**src/rtl/md_issue_ctrl_pkg.sv**
```systemverilog
// ---------------------------------------------------------------------------
// md_issue_ctrl_pkg
//   Shared definitions for the multiply/divide issue controller:
//   MD-class op codes, controller state encodings and op classification
//   helpers. No ports.
// ---------------------------------------------------------------------------
package md_issue_ctrl_pkg;

  typedef enum logic [2:0] {
    MD_MULT  = 3'd0,
    MD_MULTU = 3'd1,
    MD_DIV   = 3'd2,
    MD_DIVU  = 3'd3,
    MD_MTHI  = 3'd4,
    MD_MTLO  = 3'd5,
    MD_MFHI  = 3'd6,
    MD_MFLO  = 3'd7
  } md_op_e;

  typedef enum logic [1:0] {
    ST_IDLE  = 2'd0,
    ST_ISSUE = 2'd1,
    ST_WAIT  = 2'd2,
    ST_READ  = 2'd3
  } md_state_e;

  localparam int WD_CNT_W = 5;

  // MFHI/MFLO only read HI/LO; they never occupy the MDU.
  function automatic logic is_mf(md_op_e op);
    return (op == MD_MFHI) || (op == MD_MFLO);
  endfunction

  // MTHI/MTLO write HI/LO directly and need no Busy wait.
  function automatic logic is_mt(md_op_e op);
    return (op == MD_MTHI) || (op == MD_MTLO);
  endfunction

endpackage

```
**src/rtl/md_issue_ctrl.sv**
```systemverilog
// ---------------------------------------------------------------------------
// md_issue_ctrl
//   Pipeline-side initiator for the multiply/divide unit. Accepts one MD-class
//   instruction at a time from E, drives the MDU Start/MDOp/MDWrite/MDsel and
//   operand interface, waits on MDU Busy, returns MFHI/MFLO results and stalls
//   E while the MDU is occupied. A watchdog bounds the Busy wait.
//
// Ports:
//   clk        clock, rising edge
//   reset      asynchronous active-low reset
//   req_valid  MD instruction present in E
//   req_op     MD_* op code
//   req_rs     forwarded rs value
//   req_rt     forwarded rt value
//   flush      kill the instruction offered in E this cycle
//   req_ready  controller can accept a request this cycle
//   stall      hold E and earlier stages
//   md_start   MDU Start (calculation ops, ISSUE only)
//   md_op      MDU MDOp (ISSUE only, else 0)
//   md_write   MDU MDWrite (MTHI/MTLO, ISSUE only)
//   md_sel     MDU MDsel: 0 = LO, 1 = HI (READ only)
//   md1, md2   MDU operands (ISSUE only, else 0)
//   md_busy    MDU Busy
//   md_rdata   MDU MDout
//   rd_valid   one-cycle pulse: MF result valid
//   rd_data    MF result
//   wd_err     sticky watchdog error
// ---------------------------------------------------------------------------
module md_issue_ctrl
  import md_issue_ctrl_pkg::*;
#(
  parameter int WD_LIMIT = 31,
  parameter int DW       = 32
) (
  input  logic          clk,
  input  logic          reset,
  input  logic          req_valid,
  input  logic [2:0]    req_op,
  input  logic [DW-1:0] req_rs,
  input  logic [DW-1:0] req_rt,
  input  logic          flush,
  output logic          req_ready,
  output logic          stall,
  output logic          md_start,
  output logic [2:0]    md_op,
  output logic          md_write,
  output logic          md_sel,
  output logic [DW-1:0] md1,
  output logic [DW-1:0] md2,
  input  logic          md_busy,
  input  logic [DW-1:0] md_rdata,
  output logic          rd_valid,
  output logic [DW-1:0] rd_data,
  output logic          wd_err
);

  localparam logic [WD_CNT_W-1:0] WD_LIMIT_C = WD_CNT_W'(WD_LIMIT);

  md_state_e             r_state;
  md_state_e             w_state_nxt;
  md_op_e                r_op;
  logic [DW-1:0]         r_rs;
  logic [DW-1:0]         r_rt;
  logic [WD_CNT_W-1:0]   r_wd_cnt;
  logic                  r_wd_err;
  logic                  r_rd_valid;
  logic [DW-1:0]         r_rd_data;
  logic                  w_accept;
  logic                  w_wd_fire;
  md_op_e                w_req_op;

  assign w_req_op = md_op_e'(req_op);

  // Handshake outputs are gated by reset so that every output reads 0 while
  // the controller is held in reset.
  assign req_ready = reset && (r_state == ST_IDLE) && !md_busy;
  assign stall     = reset && req_valid && !req_ready && !flush;
  assign w_accept  = req_valid && req_ready && !flush;

  assign rd_valid  = r_rd_valid;
  assign rd_data   = r_rd_data;
  assign wd_err    = r_wd_err;

  // NOTE: every signal written here gets a default first, so no path leaves
  // one unassigned and no latch is inferred.
  always_comb begin
    w_state_nxt = r_state;
    md_start    = 1'b0;
    md_write    = 1'b0;
    md_op       = '0;
    md_sel      = 1'b0;
    md1         = '0;
    md2         = '0;
    w_wd_fire   = 1'b0;
    case (r_state)
      ST_IDLE: begin
        if (w_accept) w_state_nxt = is_mf(w_req_op) ? ST_READ : ST_ISSUE;
      end
      ST_ISSUE: begin
        md_op = r_op;
        md1   = r_rs;
        md2   = r_rt;
        if (is_mt(r_op)) begin
          md_write    = 1'b1;
          w_state_nxt = ST_IDLE;
        end else begin
          md_start    = 1'b1;
          w_state_nxt = ST_WAIT;
        end
      end
      ST_WAIT: begin
        // Busy is already high on entry (raised at the Start edge); the first
        // low cycle ends the wait, otherwise the watchdog may cut it short.
        if (!md_busy) begin
          w_state_nxt = ST_IDLE;
        end else if (r_wd_cnt == WD_LIMIT_C) begin
          w_wd_fire   = 1'b1;
          w_state_nxt = ST_IDLE;
        end
      end
      ST_READ: begin
        md_sel      = (r_op == MD_MFHI);
        w_state_nxt = ST_IDLE;
      end
      default: w_state_nxt = ST_IDLE;
    endcase
  end

  // NOTE: sequential state uses non-blocking assignments so all registers
  // update together from pre-edge values. Every register here is reset,
  // including the request payload, so outputs are clean straight out of reset.
  always_ff @(posedge clk or negedge reset) begin
    if (!reset) begin
      r_state    <= ST_IDLE;
      r_op       <= MD_MULT;
      r_rs       <= '0;
      r_rt       <= '0;
      r_wd_cnt   <= '0;
      r_wd_err   <= 1'b0;
      r_rd_valid <= 1'b0;
      r_rd_data  <= '0;
    end else begin
      r_state <= w_state_nxt;
      if (w_accept) begin
        r_op <= w_req_op;
        r_rs <= req_rs;
        r_rt <= req_rt;
      end
      // ISSUE always precedes WAIT, so clearing here clears on WAIT entry.
      if (r_state == ST_ISSUE) begin
        r_wd_cnt <= '0;
      end else if ((r_state == ST_WAIT) && md_busy && !w_wd_fire) begin
        r_wd_cnt <= r_wd_cnt + 1'b1;
      end
      if (w_wd_fire) r_wd_err <= 1'b1;
      // A flush during READ only drops the pulse; the data is still captured.
      r_rd_valid <= (r_state == ST_READ) && !flush;
      if (r_state == ST_READ) r_rd_data <= md_rdata;
    end
  end

endmodule
```
**config.mk**
```make
export PLATFORM = sky130hd
export DESIGN_NAME = md_issue_ctrl
export DESIGN_NICKNAME = d
export VERILOG_FILES = /design/src/rtl/md_issue_ctrl_pkg.sv /design/src/rtl/md_issue_ctrl.sv
export SDC_FILE = /design/constraint.sdc
export NUM_CORES = 1
export LEC_CHECK = 0
export CAP_MARGIN = 10
export CORE_MARGIN = 2
export CORE_UTILIZATION = 41
export DETAILED_ROUTE_END_ITERATION = 16
export GPL_TIMING_DRIVEN = 0
export PLACE_DENSITY = 0.85
export SYNTH_ARGS = -nofsm -noshare
export SYNTH_HDL_FRONTEND = slang
export SYNTH_SLANG_ARGS = --single-unit
```
**constraint.sdc**
```tcl
create_clock -name clk -period 2.3 [get_ports clk]
set_clock_uncertainty 0.1 [all_clocks]
set_input_delay 0.23 -clock clk [delete_from_list [all_inputs] [get_ports clk]]
set_output_delay 0.23 -clock clk [all_outputs]
set_load 0.01 [all_outputs]
```
==> summary.md <==
| Metric | Value |
|---|---|
| Area growth syn-to-layout | `59.3%` |
| Met1 Use GR | `0.228` |
| Slowest Stage Delay on Critical Path | `approximately 0.57 ns` |
| Startpoint types | `flip-flop` |
| DR iter-0 viols | `between 90 and 100` |
| Sequential Area | `2700 sq um` |
| Worst Hold Depth | `2` |
| Maximum clock frequency | `438 MHz` |
| Outcome | `completed` |
| Crit path capture type | `output port` |
| CP Data Required Time | `roughly 2.0 ns` |
| Total CTS buffers | `9` |
| DP HPWL | `between 8000 and 9000 um` |
| IO buf count | `roughly 210` |
| Pin count of the biggest net entering global routing | `60` |
| Slew HR | `0.632` |
| Slowest stage cell on the critical path | `clkdlybuf4s50_1` |
| Post-synth top flop | `dfrtp_1` |
| Antenna Cells | `0` |
| Fin nets | `between 600 and 700` |
| Clk slew on worst S/H paths | `0.10 ns` |
| Post-Place Cells | `roughly 700` |
| Pins Over Slew Limit | `0` |
| TritonRoute pass-1 iters | `4` |
| Final Hold Fails | `0` |
| Max cap viols | `0` |
| CTS Buffer Depth | `2` |
| Power, Total | `roughly 4.8 mW` |
| Hold crit path type | `input port to flip-flop` |
| #FFs+latches synth | `around 110` |
| Fin crit period | `about 2.3 ns` |
| Final setup fails | `0` |
| Crit path launch | `r_state[1]` |
| First-pass GRT wire length | `between 15000 and 20000 um` |
| Routed Wire Length | `between 10000 and 15000 um` |
| Die Width | `approximately 110 um` |
| CTS tree | `yes` |
| Critical path, cell by cell | `nand2_2 -> buf_4 -> nor3_1 -> clkdlybuf4s50_1` |
| CP Depth | `4` |
| Filler cells | `around 800` |
| Worst Path Arrival | `1.95 ns` |
| Crit path max-delay family | `buffers and inverters` |
| Critical Setup Path Class | `flip-flop to output port` |
| Multi-input combinational cell area | `around 1800 sq um` |
| DRC viols | `0` |
| FF-to-FF path depth | `6` |
| Grt met2 use | `0.327` |
| Pre-CTS WS | `-0.413 ns` |
| RSZ-0062 raised after global routing | `true` |
| DRT antenna net count | `0` |
| Row Count | `38` |
| GR peak layer | `met2` |
| Worst Path Max Fanout | `10` |
| Netlist cell types | `28` |
| WL/cell | `about 16 um` |
| Tightest Pin Transition | `0.552 ns` |
| Via/cell ratio | `just under 5` |
| Setup ws final | `about 0.016 ns` |
| Synthesized area | `between 4000 and 5000 sq um` |
| VDD IR-drop max | `406 uV` |
| Power per cell area | `between 600 and 700 nW/um^2` |
| Layout cells sized above 1 | `0.238` |
| Largest cells by area after synthesis | `dfrtp_1, mux2_2, and2_1` |
| Yosys warns | `0` |
| CP bufs+invs | `2` |
| DR vias | `3411` |
| Skew-Pair Late Insertion Delay | `between 0.3 and 0.4 ns` |
| Die area | `12000 sq um` |
| Leakage | `approximately 3.2 nW` |
| H-tree depth | `3` |
| Met3 global-route usage | `0.0605` |
| I/O pins | `between 200 and 250` |
| EDFF count, synth | `0` |
| Seq/Total Area, Yosys | `0.593` |
| Commonest non-fill, non-tap cell in the layout | `clkdlybuf4s50_1` |
| Total track usage | `0.195` |
| Area leader, netlist | `dfrtp_1` |
| CORE AREA | `10800 sq um` |
| Fin cells | `around 700` |
| Syn avg cell area | `about 14 sq um` |
| Root Driver | `clkbuf_8` |
| FF-to-FF Start | `r_state[0]` |
| Async SR Flop Fraction | `1.00` |
| Initial antenna violation count | `0` |
| Post-Syn Nets | `between 400 and 500` |
| Commonest non-fill, non-tap cells in the layout | `clkdlybuf4s50_1, dfrtp_1, mux2_2, and2_1, dlygate4sd2_1` |
| Hold path startpoint | `flush` |
| Die H | `109 um` |
| GP Congestion | `0.760` |
| CTS sink count | `108` |
| R2R setup slack | `0.12 ns` |
| Period utilization | `0.993` |
| Initial core utilization | `0.420` |
| Post-synth top area share | `0.593` |
| Grt ovf | `0` |
| Post-Synthesis Cells | `330` |
| Vias in the first global route | `3613` |
registers in the layout, summed over array words and instances, names as in the netlist:
signal    count
r_op          3
r_rs         32
r_wd_cnt      5
r_state       2
r_rt         32
wd_err        1
rd_valid      1
rd_data      32
timing repair:
| action | in CTS | in global routing |
|---|---|---|
| endpoints found under the setup margin | 75 | 56 |
| hold buffers | 5 | 0 |
| endpoints found under the hold margin | 49 | 0 |
| setup buffers | 2 | 0 |
| resized for setup | 40 | 16 |
path summary, 6_finish.rpt:
kind                       endpoint
max                          md_sel
max reg2reg                 r_rt[1]
min in group asynchronous   r_rt[7]
min                        rd_valid
min reg2reg                 r_rt[0]
max in group asynchronous   r_rs[8]
Yosys cell counts (2+ instances only):
cell type,count
dfrtp_1,108
mux2_2,89
and2_1,67
clkbuf_1,11
mux2_1,10
nor2_1,6
buf_2,5
inv_1,4
o21ai_0,4
nand2_1,3
nand3_1,3
a21oi_1,2
and3_1,2
ha_1,2
where the power goes:
group / switching, mW / internal, mW / total (mW)
Combinational: 0.301 / 0.622 / 0.923
Clock: 0.619 / 0.782 / 1.40
Sequential: 0.172 / 2.26 / 2.43
metal layers:
| layer | up-vias | share of wire |
|---|---|---|
| met5 | - | 0 |
| met4 | 0 | 0.024 |
| met3 | 23 | 0.079 |
| met2 | 132 | 0.50 |
| met1 | 1678 | 0.39 |
| li1 | 1578 | - |
cells by family after synthesis:
kind of cell             count (synthesis)  share of synthesized area
AO/OA/AOI/OAI                           10                     0.0140
adder cells (fa/ha/maj)                  2                    0.00549
buffers and inverters                   22                     0.0220
flip-flops                             108                      0.593
multiplexers                           100                      0.247
AND/OR/NAND/NOR                         88                      0.118
final cells by class:
class / count / share of cell area
inverter: 4 / 0.00207
buffer: 18 / 0.0169
tap: 140 / 0.0241
sequential: 108 / 0.373
clock buffer: 12 / 0.0214
multi-input combinational: 200 / 0.244
clock inverter: 4 / 0.0131
timing repair buffer: 217 / 0.306
per-stage QoR:
step                       util  TNS [ns]  instance area, sq um  hold WS, ns
after floorplan               -         0                  4560       -0.166
after global placement    0.629   -620.32                  6820        0.358
after detailed placement  0.632    -25.36                  6850        0.200
after CTS                 0.668    -0.131                  7240        0.306
after global routing      0.669     -2.84                  7260        0.339
final                     0.669         0                  7260        0.321
worst reg2reg max path, cell delays in order, from the launching register on:
cell and delay [ns]:
dfrtp_1 0.43, buf_4 0.15, or2_4 0.25, nor3_4 0.34
buf_4 0.28, buf_6 0.18, mux2_1 0.34
No activity file was read; power rests on OpenSTA's default activity.
